==> src/rtl/shift_pkg.sv <==
// Shared definitions for the serial shift unit: op codes, FSM encoding and
// the shift-count saturation helper.
package shift_pkg;

  localparam logic [2:0] OP_SRL = 3'b000;
  localparam logic [2:0] OP_SLL = 3'b001;
  localparam logic [2:0] OP_SRA = 3'b010;
  localparam logic [2:0] OP_SLA = 3'b011;
  localparam logic [2:0] OP_ROR = 3'b100;
  localparam logic [2:0] OP_ROL = 3'b101;

  typedef enum logic [1:0] {
    ST_IDLE = 2'd0,
    ST_BUSY = 2'd1,
    ST_DONE = 2'd2
  } state_t;

  // Beyond width shifts every bit has been replaced by fill, so more steps change nothing.
  function automatic int unsigned sat_count(input int unsigned n, input int unsigned width);
    return (n > width) ? width : n;
  endfunction

endpackage

==> src/rtl/shift_step.sv <==
// Combinational single-bit shift/rotate of one word. Rotate cases exist only
// when SERIAL_SHIFT_ROTATE_EN is defined; any other op code shifts right logically.
import shift_pkg::*;

module shift_step #(
  parameter int WIDTH = 4
) (
  input  logic [WIDTH-1:0] d_i,
  input  logic [2:0]       op_i,
  output logic [WIDTH-1:0] q_o
);

  always_comb begin
    q_o = {1'b0, d_i[WIDTH-1:1]};
    case (op_i)
      OP_SLL, OP_SLA: q_o = {d_i[WIDTH-2:0], 1'b0};
      OP_SRA:         q_o = {d_i[WIDTH-1], d_i[WIDTH-1:1]};
`ifdef SERIAL_SHIFT_ROTATE_EN
      OP_ROR:         q_o = {d_i[0], d_i[WIDTH-1:1]};
      OP_ROL:         q_o = {d_i[WIDTH-2:0], d_i[WIDTH-1]};
`endif
      default:        q_o = {1'b0, d_i[WIDTH-1:1]};
    endcase
  end

endmodule

==> src/rtl/serial_shift_unit.sv <==
// Multi-cycle shift engine: one bit per clock, valid/ready on both sides.
// Optional rotate ops are enabled by defining SERIAL_SHIFT_ROTATE_EN.
import shift_pkg::*;

module serial_shift_unit #(
  parameter int WIDTH   = 4,
  parameter int SHAMT_W = 4
) (
  input  logic               clk,
  input  logic               rst,
  input  logic               in_valid,
  output logic               in_ready,
  input  logic [WIDTH-1:0]   in_data,
  input  logic [SHAMT_W-1:0] in_shamt,
  input  logic [2:0]         in_op,
  output logic               out_valid,
  input  logic               out_ready,
  output logic [WIDTH-1:0]   out_data,
  output state_t             dbg_state
);

  // Handshakes: a transfer happens on a rising edge where valid and ready are
  // both high; valid-side signals must stay stable until that edge.

  // Rotates are unsaturated, so the counter must hold the full shift amount.
  localparam int CNT_W = (SHAMT_W > $clog2(WIDTH + 1)) ? SHAMT_W : $clog2(WIDTH + 1);

  state_t             state_q, state_d;
  logic [CNT_W-1:0]   cnt_q, cnt_d;
  logic [WIDTH-1:0]   data_q, data_d;
  logic [2:0]         op_q, op_d;
  logic [2:0]         op_dec;
  logic [CNT_W-1:0]   load_cnt;
  logic [WIDTH-1:0]   step_out;

  always_comb begin
    op_dec = OP_SRL;
    case (in_op)
      OP_SRL:         op_dec = OP_SRL;
      OP_SLL, OP_SLA: op_dec = OP_SLL;
      OP_SRA:         op_dec = OP_SRA;
`ifdef SERIAL_SHIFT_ROTATE_EN
      OP_ROR:         op_dec = OP_ROR;
      OP_ROL:         op_dec = OP_ROL;
`else
      OP_ROR:         op_dec = OP_SRL;
      OP_ROL:         op_dec = OP_SLL;
`endif
      default:        op_dec = OP_SRL;
    endcase
  end

  always_comb begin
    if (op_dec == OP_ROR || op_dec == OP_ROL) begin
      load_cnt = CNT_W'(in_shamt);
    end else begin
      load_cnt = CNT_W'(sat_count(32'(in_shamt), WIDTH));
    end
  end

  shift_step #(.WIDTH(WIDTH)) u_step (
    .d_i  (data_q),
    .op_i (op_q),
    .q_o  (step_out)
  );

  always_comb begin
    state_d = state_q;
    cnt_d   = cnt_q;
    data_d  = data_q;
    op_d    = op_q;
    case (state_q)
      ST_IDLE: begin
        if (in_valid) begin
          data_d  = in_data;
          op_d    = op_dec;
          cnt_d   = load_cnt;
          state_d = (load_cnt == '0) ? ST_DONE : ST_BUSY;
        end
      end
      ST_BUSY: begin
        data_d = step_out;
        cnt_d  = cnt_q - CNT_W'(1);
        if (cnt_q == CNT_W'(1)) state_d = ST_DONE;
      end
      ST_DONE: begin
        if (out_ready) state_d = ST_IDLE;
      end
      default: state_d = ST_IDLE;
    endcase
  end

  always_ff @(posedge clk or posedge rst) begin
    if (rst) begin
      state_q <= ST_IDLE;
      cnt_q   <= '0;
      data_q  <= '0;
      op_q    <= OP_SRL;
    end else begin
      state_q <= state_d;
      cnt_q   <= cnt_d;
      data_q  <= data_d;
      op_q    <= op_d;
    end
  end

  assign in_ready  = (state_q == ST_IDLE);
  assign out_valid = (state_q == ST_DONE);
  assign out_data  = data_q;
  assign dbg_state = state_q;

endmodule

==> config.mk <==
export PLATFORM = sky130hd
export DESIGN_NAME = serial_shift_unit
export DESIGN_NICKNAME = d
export VERILOG_FILES = /design/src/rtl/shift_pkg.sv /design/src/rtl/shift_step.sv /design/src/rtl/serial_shift_unit.sv
export SDC_FILE = /design/constraint.sdc
export NUM_CORES = 1
export LEC_CHECK = 0
export BUFFER_PORTS_ARGS = -buffer_cell sky130_fd_sc_hd__clkbuf_2
export CORE_MARGIN = 2
export CORE_UTILIZATION = 45
export CTS_CLUSTER_DIAMETER = 120
export DETAILED_ROUTE_END_ITERATION = 8
export HOLD_SLACK_MARGIN = 0.05
export PLACE_DENSITY = 0.79
export SYNTH_ARGS = -nofsm -noshare
export SYNTH_HDL_FRONTEND = slang
export SYNTH_HIERARCHICAL = 1
export SYNTH_SLANG_ARGS = --single-unit
==> constraint.sdc <==
create_clock -name clk -period 3.6 [get_ports clk]
set_clock_uncertainty 0.2 [all_clocks]
set_input_delay 0.18 -clock clk [delete_from_list [all_inputs] [get_ports clk]]
set_output_delay 0.18 -clock clk [all_outputs]
set_load 0.05 [all_outputs]
Word-level counts from Yosys, hierarchy flattened
Index checks and enable logic that the tools add are counted.
- word-level logic and storage cells: 46
- bits of input ports: 15
- register bits after elaboration: 13
- reduce and logical (&&, ||, !) cells: 10
- magnitude comparators: 1
- multiplexer cells: 13
- $add $sub $neg: 1
- equal/unequal tests: 16
- operators with widths (operator ; count):
    $pmux 4 s2 ; 3
    $mux 4 ; 4
    $eq 3x2->1 const B ; 4
    $eq 3x3->1 const B ; 3
    $mux 2 ; 4
    $eq 3x1->1 const B ; 2
    $ne 2x2->1 const B ; 3
    $pmux 2 s3 ; 1
    $reduce_and 3->1 ; 2
    $eq 4x1->1 const B ; 1
    $gt 4x3->1 const B ; 1
    $logic_not 4->1 ; 1
    $pmux 2 s2 ; 1
    $reduce_and 2->1 ; 2
    $sub 4x1->4 const B ; 1
    $reduce_or 3->1 ; 1
    $eq 2x1->1 const B ; 1
    $eq 2x2->1 const B ; 1
    $logic_not 2->1 ; 1
    $ne 2x1->1 const B ; 1
    $reduce_bool 2->1 ; 1
    $reduce_or 2->1 ; 1
    $logic_or 1x1->1 ; 1

Logic depth before layout (Yosys ltp)
Gate-level depths: netlist (run 1).
- depth in word-level cells: 10
- gate-level depth with buffers: 5
- mapped depth without buffers: 5

Cells and area by module
Netlist (run 1), hierarchy kept.
- by module, submodules not included (module ; cells an instance ; area an instance (um2) ; times used ; seq. area each (um2)):
    serial_shift_unit ; 75 ; 728.2 ; 1 ; 300.3
    shift_step ; 7 ; 68.8 ; 1 ; 0.0

Worst setup path after synthesis (run 1)
No wires, ideal clock.
- path type: reg2out
- start: register state_q[1], in the netlist dbg_state[1]
- end: output in_ready
- required time: 3.220 ns
- path buffers: 1
- data arrival time: 1.528 ns
- path slack: 1.692 ns
- stages on the path, launching flop included: 3
- cell sequence: dfrtp_1 > buf_4 > nor2_1
- word-level cells in the longest chain between the ends: 1
- RTL lines (element ; line ; RTL):
    from (decl) ; serial_shift_unit.sv:28 ; state_t state_q, state_d;
    from (signal assigned) ; serial_shift_unit.sv:100 ; state_q <= state_d;
    $logic_not 2->1 ; serial_shift_unit.sv:107 ; assign in_ready = (state_q == ST_IDLE);
    to (decl) ; serial_shift_unit.sv:12 ; output logic in_ready,
Every way passes these cells.

Final worst setup path (run 1)
- start: register state_q[1], in the netlist dbg_state[1]
- end: register op_q[0]
- word-level cells in the longest chain between the ends: 2
- RTL lines (element ; line ; RTL):
    $logic_not 2->1 ; serial_shift_unit.sv:72 ; case (state_q)
    $reduce_and 2->1 (no line) ; -- ;
    to (signal assigned) ; serial_shift_unit.sv:103 ; op_q <= op_d;
    to (decl) ; serial_shift_unit.sv:31 ; logic [2:0] op_q, op_d;
Every way passes these cells.
A chain may end at the register's enable or synchronous reset.

==> results of run 1 <==
## synthesized netlist by cell type, drive strengths merged
library cell and instances:
conb 1, dfrtp 12, nor3b 2, a21o 1, nand2b 1, ha 2
o22a 1, o21ai 8, mux2 2, o21ba 1, buf 3, nor2 7
a211oi 1, o22ai 1, a2111oi 1, nor2b 3, mux2i 1, nor3 2
nand3b 2, and2b 2, nand3 2, nor4 1, a22oi 8, a221oi 2
a21oi 2, nand2 4, inv 9
## kinds of logic (layout without fill, tap and decap cells)
| group | after synthesis | in the layout |
|---|---|---|
| other | 1 | 2 |
| multiplexers | 3 | 3 |
| flip-flops | 12 | 12 |
| AND/OR/NAND/NOR | 26 | 26 |
| adder cells (fa/ha/maj) | 2 | 2 |
| AO/OA/AOI/OAI | 26 | 26 |
| buffers and inverters | 12 | 45 |
## worst reg2reg max path: cells and delay by family (launching register included)
| family | cells | cell delay (ns) |
|---|---|---|
| AOI/OAI and AO/OA | 1 | 0.08 |
| and+or+nand+nor | 2 | 0.54 |
| buffers and inverters | 1 | 0.58 |
| DFF | 1 | 0.59 |
## worst max-delay path by stage
stage	startpoint	to	slack [ns]	cells after the start
floorplan	dbg_state[1]	in_ready	1.69	2
global placement	dbg_state[0]	cnt_q[0]	1.93	3
detailed placement	dbg_state[0]	cnt_q[0]	1.85	3
CTS	dbg_state[1]	op_q[0]	1.52	4
global route	dbg_state[1]	op_q[1]	1.39	4
finish	dbg_state[1]	op_q[0]	1.52	4
## where the power goes
group          internal (mW)  total (mW)  leakage [nW]  switching (mW)
combinational          0.173       0.433         0.318           0.260
clock                 0.0616       0.112        0.0210          0.0506
sequential             0.191       0.281         0.150          0.0901
## per-stage QoR
step	util, %	total power [mW]	hold slack, ns
after global routing	61.9	0.880	0.0889
after global placement	53.8	0.686	-0.00947
final	61.9	0.827	0.0569
after floorplan	-	0.622	-0.155
after CTS	61.9	0.825	0.0582
after detailed placement	53.8	0.703	-0.00332
## flip-flops by register name, indices dropped and copies added, names as in the netlist
name	cells
op_q	2
cnt_q	4
dbg_state	2
out_data	4
## layer usage
metal  vias to the layer above  part of all wire, %  wire, um  global-route usage, %
met5                         -                    0         0                      0
met3                         5                  5.5       101                   2.35
li1                        358                    -         -                      -
met1                       359                   42       776                   25.8
met4                         0                  1.5        28                   8.57
met2                        24                   50       920                   30.8
## cell type report
type,count,area (um2)
timing repair buffer,32,210
sequential,12,300
multi-input combinational,59,443
fill,148,644
clock buffer,4,36.3
inverter,9,33.8
tap,17,21.3
==> results.toml, run 1 <==
[critical_path]
critPathArrivalTime_ns = 2.08
cp-start-kind = "flip-flop"
timing.rr.end = "op_q[0]"
worstPathRequired_ns = 3.60
max_stage_delay_ns = 0.59
path_class = "reg -> reg"
cp_top_family = "flip-flops"
rrSetupSlack_ns = 1.52
crit_path_cell_trace = "nor3b_4 > nand3_1 > dlygate4sd3_1 > o21ai_0"
critPathBufInv = 1
r2r_start = "dbg_state[1]"
crit_fanout = 16
worst-r2r-cell-count = 4
cp-end-kind = "flip-flop"
slowest_stage = "dfrtp_1"

[synthesis]
synth.top_cell.area_share_pct = 37.7
synth-adder-area-share_pct = 3.14
synth_xor_area_share_pct = 0
synth.mux.area_fraction_pct = 5.02
syn_area_um2 = 797
yosysTopAreaCell = "dfrtp_1"
ys_types = 33
avgSynthCellArea_um2 = 9.72
yosysSeqAreaShare_pct = 37.7
ys_warn_count = 6
synth_compound_area_share_pct = 26.7
synthTopCellsByArea = "dfrtp_1 (38%), a22oi_1 (7.5%), o21ai_0 (4.4%)"
synth_top_family_by_area = "compound AO/OA/AOI/OAI gates"
synthSimpleGateAreaFrac_pct = 19.8
ys_ff_latch = 12
postSynthCellCount = 82

[clocking]
clkLatencyLatePin_ns = 0.28
ctsResizeCount = 0
post-cts-setup-buffers = 0
clockBufferDepth = 2
cts_root_buf = "clkbuf_4"
ctsHoldBuffers = 10
cts_inserted_buffers = 3
clkTransAtPathRegs_ns = 0.08
cts_tree = "built"
htreeDepth = 1
cts.sink_count = 12

[floorplan]
die-area_um2 = 2120
start_util_pct = 47.2
core_area_um2 = 1690
die_y_um = 46.1
row_count = 15
die_x_um = 46.1
ios = 23

[power_and_ir_drop]
leakage_nw = 0.489
powerDensity_nw_per_um2 = 791
peakVddDrop_uv = 442

[place]
dp_hpwl_um = 1320
placedCellCount = 119
dp_slack_ns = 1.85
port-buffer-count = 22
gp_congestion = 0.759
place_area_um2 = 908

[sta]
rsz0062_at_grt = "no"
fmax_ghz = 0.480
fin_ws_ns = 1.52
final.min_clock_period_ns = 2.08
post-route-period-util_pct = 57.9
max_slew_margin_pct = 61.5
drv_slew = 0
worst_pin_slew_ns = 0.578
fin_tns_setup_ns = 0
finalSetupViolCount = 0
hold_viol = 0

[routing]
drc_errors = 0
vias = 746
first_iter_violations = 18
drt.antenna.violating_nets = 0
routed_wl_um = 1830
routedWlPerCell_um = 13.7
first_pass_iters = 4
via_per_inst = 5.61

[global_routing]
track_usage_pct = 19.3
grt_max_degree = 17
gr-total-overflow = 0
antenna_found_initial = 0
grt_pass1_wl_um = 2880
grt_pass1_vias = 658

[min_path]
worstHoldPathType = "in -> reg"
min_to = "out_data[2]"
hold_depth = 3
holdCritStartpoint = "in_data[2]"

[final_layout]
fin_cells = 133
final_common_cell = "clkbuf_2"
drive_above_1_share_pct = 31.0
area_growth_pct = 31.1
antennaDiodeCount = 0
layout_common_cells = "clkbuf_2 (22), dfrtp_1 (12), dlygate4sd3_1 (10)"
nets = 134
final_cell_area_um2 = 1040

[status]
status = "finished, final reports clean"

[flow_run]
drv_cap = 0
Note: power is estimated with default switching activity, not from simulation.
==> inputs of run 2 (changes only) <==
--- a/config.mk
+++ b/config.mk
@@ -5,6 +5,7 @@
 export SDC_FILE = /design/constraint.sdc
 export NUM_CORES = 1
 export LEC_CHECK = 0
+export ABC_AREA = 1
 export BUFFER_PORTS_ARGS = -buffer_cell sky130_fd_sc_hd__clkbuf_2
 export CORE_MARGIN = 2
 export CORE_UTILIZATION = 45
==> constraint.sdc (replaced) <==
create_clock -name clk -period 2 [get_ports clk]
set_clock_uncertainty 0.2 [all_clocks]
set_input_delay 0.1 -clock clk [delete_from_list [all_inputs] [get_ports clk]]
set_output_delay 0.1 -clock clk [all_outputs]
set_load 0.05 [all_outputs]
==> run 2 against run 1 <==
  * Combinational power is 130% higher
  * Synthesized cell count grew 55%
  * Critical path depth increased by 2
  * Clock power is 71% higher
  * Via count is 20% higher
  * Design area is 11% higher
==> results.toml, run 2 <==
[critical_path]
slowest_stage = "dlygate4sd3_1"
cp-start-kind = "flip-flop"
max_stage_delay_ns = 0.55
cp-end-kind = "flip-flop"
r2r_start = "dbg_state[0]"
crit_fanout = 11
timing.rr.end = "cnt_q[0]"
crit_path_cell_trace = "inv_2 > nor2_4 > nor2_1 > nand2_1 > dlygate4sd3_1 > a21boi_1"
rrSetupSlack_ns = 0.13
critPathArrivalTime_ns = 1.83
path_class = "reg -> reg"
worstPathRequired_ns = 1.96
worst-r2r-cell-count = 6

[place]
gp_congestion = 0.817
dp_slack_ns = 0.554
port-buffer-count = 22
dp_hpwl_um = 1300

[sta]
fmax_ghz = 0.535
hold_viol = 0
post-route-period-util_pct = 93.4
rsz0062_at_grt = "no"
fin_tns_setup_ns = 0
fin_ws_ns = 0.132
whs_ns = 0.0853
finalSetupViolCount = 0
final.min_clock_period_ns = 1.87
drv_slew = 0

[global_routing]
track_usage_pct = 19.7
antenna_found_initial = 0
grt_max_degree = 13
grt_pass1_vias = 781
gr-total-overflow = 0
grt_pass1_wl_um = 3040

[routing]
routed_wl_um = 1830
drt.antenna.violating_nets = 0
vias = 897
first_iter_violations = 10
first_pass_iters = 4
via_per_inst = 4.60
routedWlPerCell_um = 9.41
drc_errors = 0

[clocking]
clkLatencyLatePin_ns = 0.27
cts_inserted_buffers = 3
cts_root_buf = "clkbuf_4"
post-cts-setup-buffers = 0
clockBufferDepth = 2
cts.sink_count = 12
htreeDepth = 1
cts_tree = "built"
clkTransAtPathRegs_ns = 0.08

[floorplan]
die_y_um = 46.4
row_count = 15
start_util_pct = 47.4
die_x_um = 46.4
core_area_um2 = 1710
die-area_um2 = 2150
ios = 23

[synthesis]
synth_compound_area_share_pct = 8.04
synth-adder-area-share_pct = 3.09
yosysTopAreaCell = "dfrtp_1"
postSynthCellCount = 127
ys_ff_latch = 12
ys_warn_count = 6
yosysSeqAreaShare_pct = 37.1
synthSimpleGateAreaFrac_pct = 40.2
synth.top_cell.area_share_pct = 37.1
synth_commonest_cells = "nand2_1 (56), inv_1 (17), dfrtp_1 (12)"
avgSynthCellArea_um2 = 6.37
synth_xor_area_share_pct = 0
syn_area_um2 = 810
synth_edf_count = 0
synth_ff_type = "dfrtp_1"
ys_types = 17
synthTopCellsByArea = "dfrtp_1 (37%), nand2_1 (26%), inv_1 (7.9%)"
async_flop_share_pct = 100
synth.most_common_cell = "nand2_1"
synth.mux.area_fraction_pct = 0
synth_top_family_by_area = "simple AND/OR/NAND/NOR gates"

[flow_run]
drv_cap = 0

[final_layout]
area_growth_pct = 43.7
fin_util_pct = 68.1
nets = 188
drive_above_1_share_pct = 22.9
antennaDiodeCount = 0
final_common_cell = "nand2_1"
layout_common_cells = "nand2_1 (56), clkbuf_2 (22), inv_1 (17), dlygate4sd3_1 (17), dfrtp_1 (12)"
fill_cells = 149

[power_and_ir_drop]
leakage_nw = 0.666
power.total_mw = 1.65
powerDensity_nw_per_um2 = 1420
peakVddDrop_uv = 1100

[min_path]
hold_depth = 7
min_to = "cnt_q[2]"
holdCritStartpoint = "in_shamt[3]"
worstHoldPathType = "in -> reg"

[status]
status = "finished, final reports clean"
-- run 2: changes by cell type after synthesis, moves of 3 or more --
cell     before  now
inv_1         9   17
a22oi_1       8    0
o21ai_0       7    1
nand2_2       0    3
nand2_1       4   56
nand3_1       2    8
inv_2         0    5
o21ai_1       1    4
-- run 2: power by group --
group / switching (mW) / total, mW / internal [mW] / leakage (nW)
Sequential: 0.113 / 0.467 / 0.354 / 0.149
Combinational: 0.682 / 0.988 / 0.305 / 0.497
Clock: 0.0816 / 0.192 / 0.111 / 0.0210
-- run 2: metrics by stage --
stage          area, um2  std cells
6_report            1160        195
5_1_grt             1160        195
4_1_cts             1150        195
3_5_place_dp         947        174
3_3_place_gp         947        174
2_1_floorplan        813        128
-- run 2: worst max-delay path by stage --
stage | start | to | slack [ns] | cells past startpoint
after floorplan | dbg_state[0] | op_q[1] | 0.09 | 3
after global placement | dbg_state[0] | dbg_state[1] | 0.62 | 5
after detailed placement | dbg_state[0] | dbg_state[1] | 0.55 | 5
after CTS | dbg_state[0] | cnt_q[0] | 0.05 | 6
after global routing | dbg_state[0] | cnt_q[0] | 0.05 | 6
final | dbg_state[0] | cnt_q[0] | 0.13 | 6
-- run 2: area by class of cell --
type / instances / area (um2) / share of cell area (%)
inverters: 22 / 82.6 / 7.10
clock buffers: 4 / 36.3 / 3.12
well taps: 25 / 31.3 / 2.69
repair buffers: 39 / 280 / 24.1
multi-input cells: 93 / 433 / 37.2
flip-flops and latches: 12 / 300 / 25.8
-- run 2: routing by layer --
layer  track usage [%]  wire, um
met5                 0         0
met4              8.57        17
met3              1.18        49
met2              36.7       941
met1              22.8       826
-- run 2: what timing repair did --
item,in CTS,in global routing
hold buffers,17,0
hold endpoints to repair,22,0
gates resized for setup,0,2
endpoints found under the setup margin,0,3
-- run 2: cell families (layout without fill, tap and decap cells) --
logic type	after synthesis	count (layout)
compound gates	10	10
fa+ha+maj	2	2
buf+inv	23	65
flops	12	12
other cells	1	2
simple gates	79	79
-- run 2: critical path: cells and delay by family (launching register included) --
kind	cells	cell delay (ns)
AO/OA/AOI/OAI	1	0.06
buffers and inverters	2	0.65
flip-flops	1	0.49
AND/OR/NAND/NOR	3	0.36
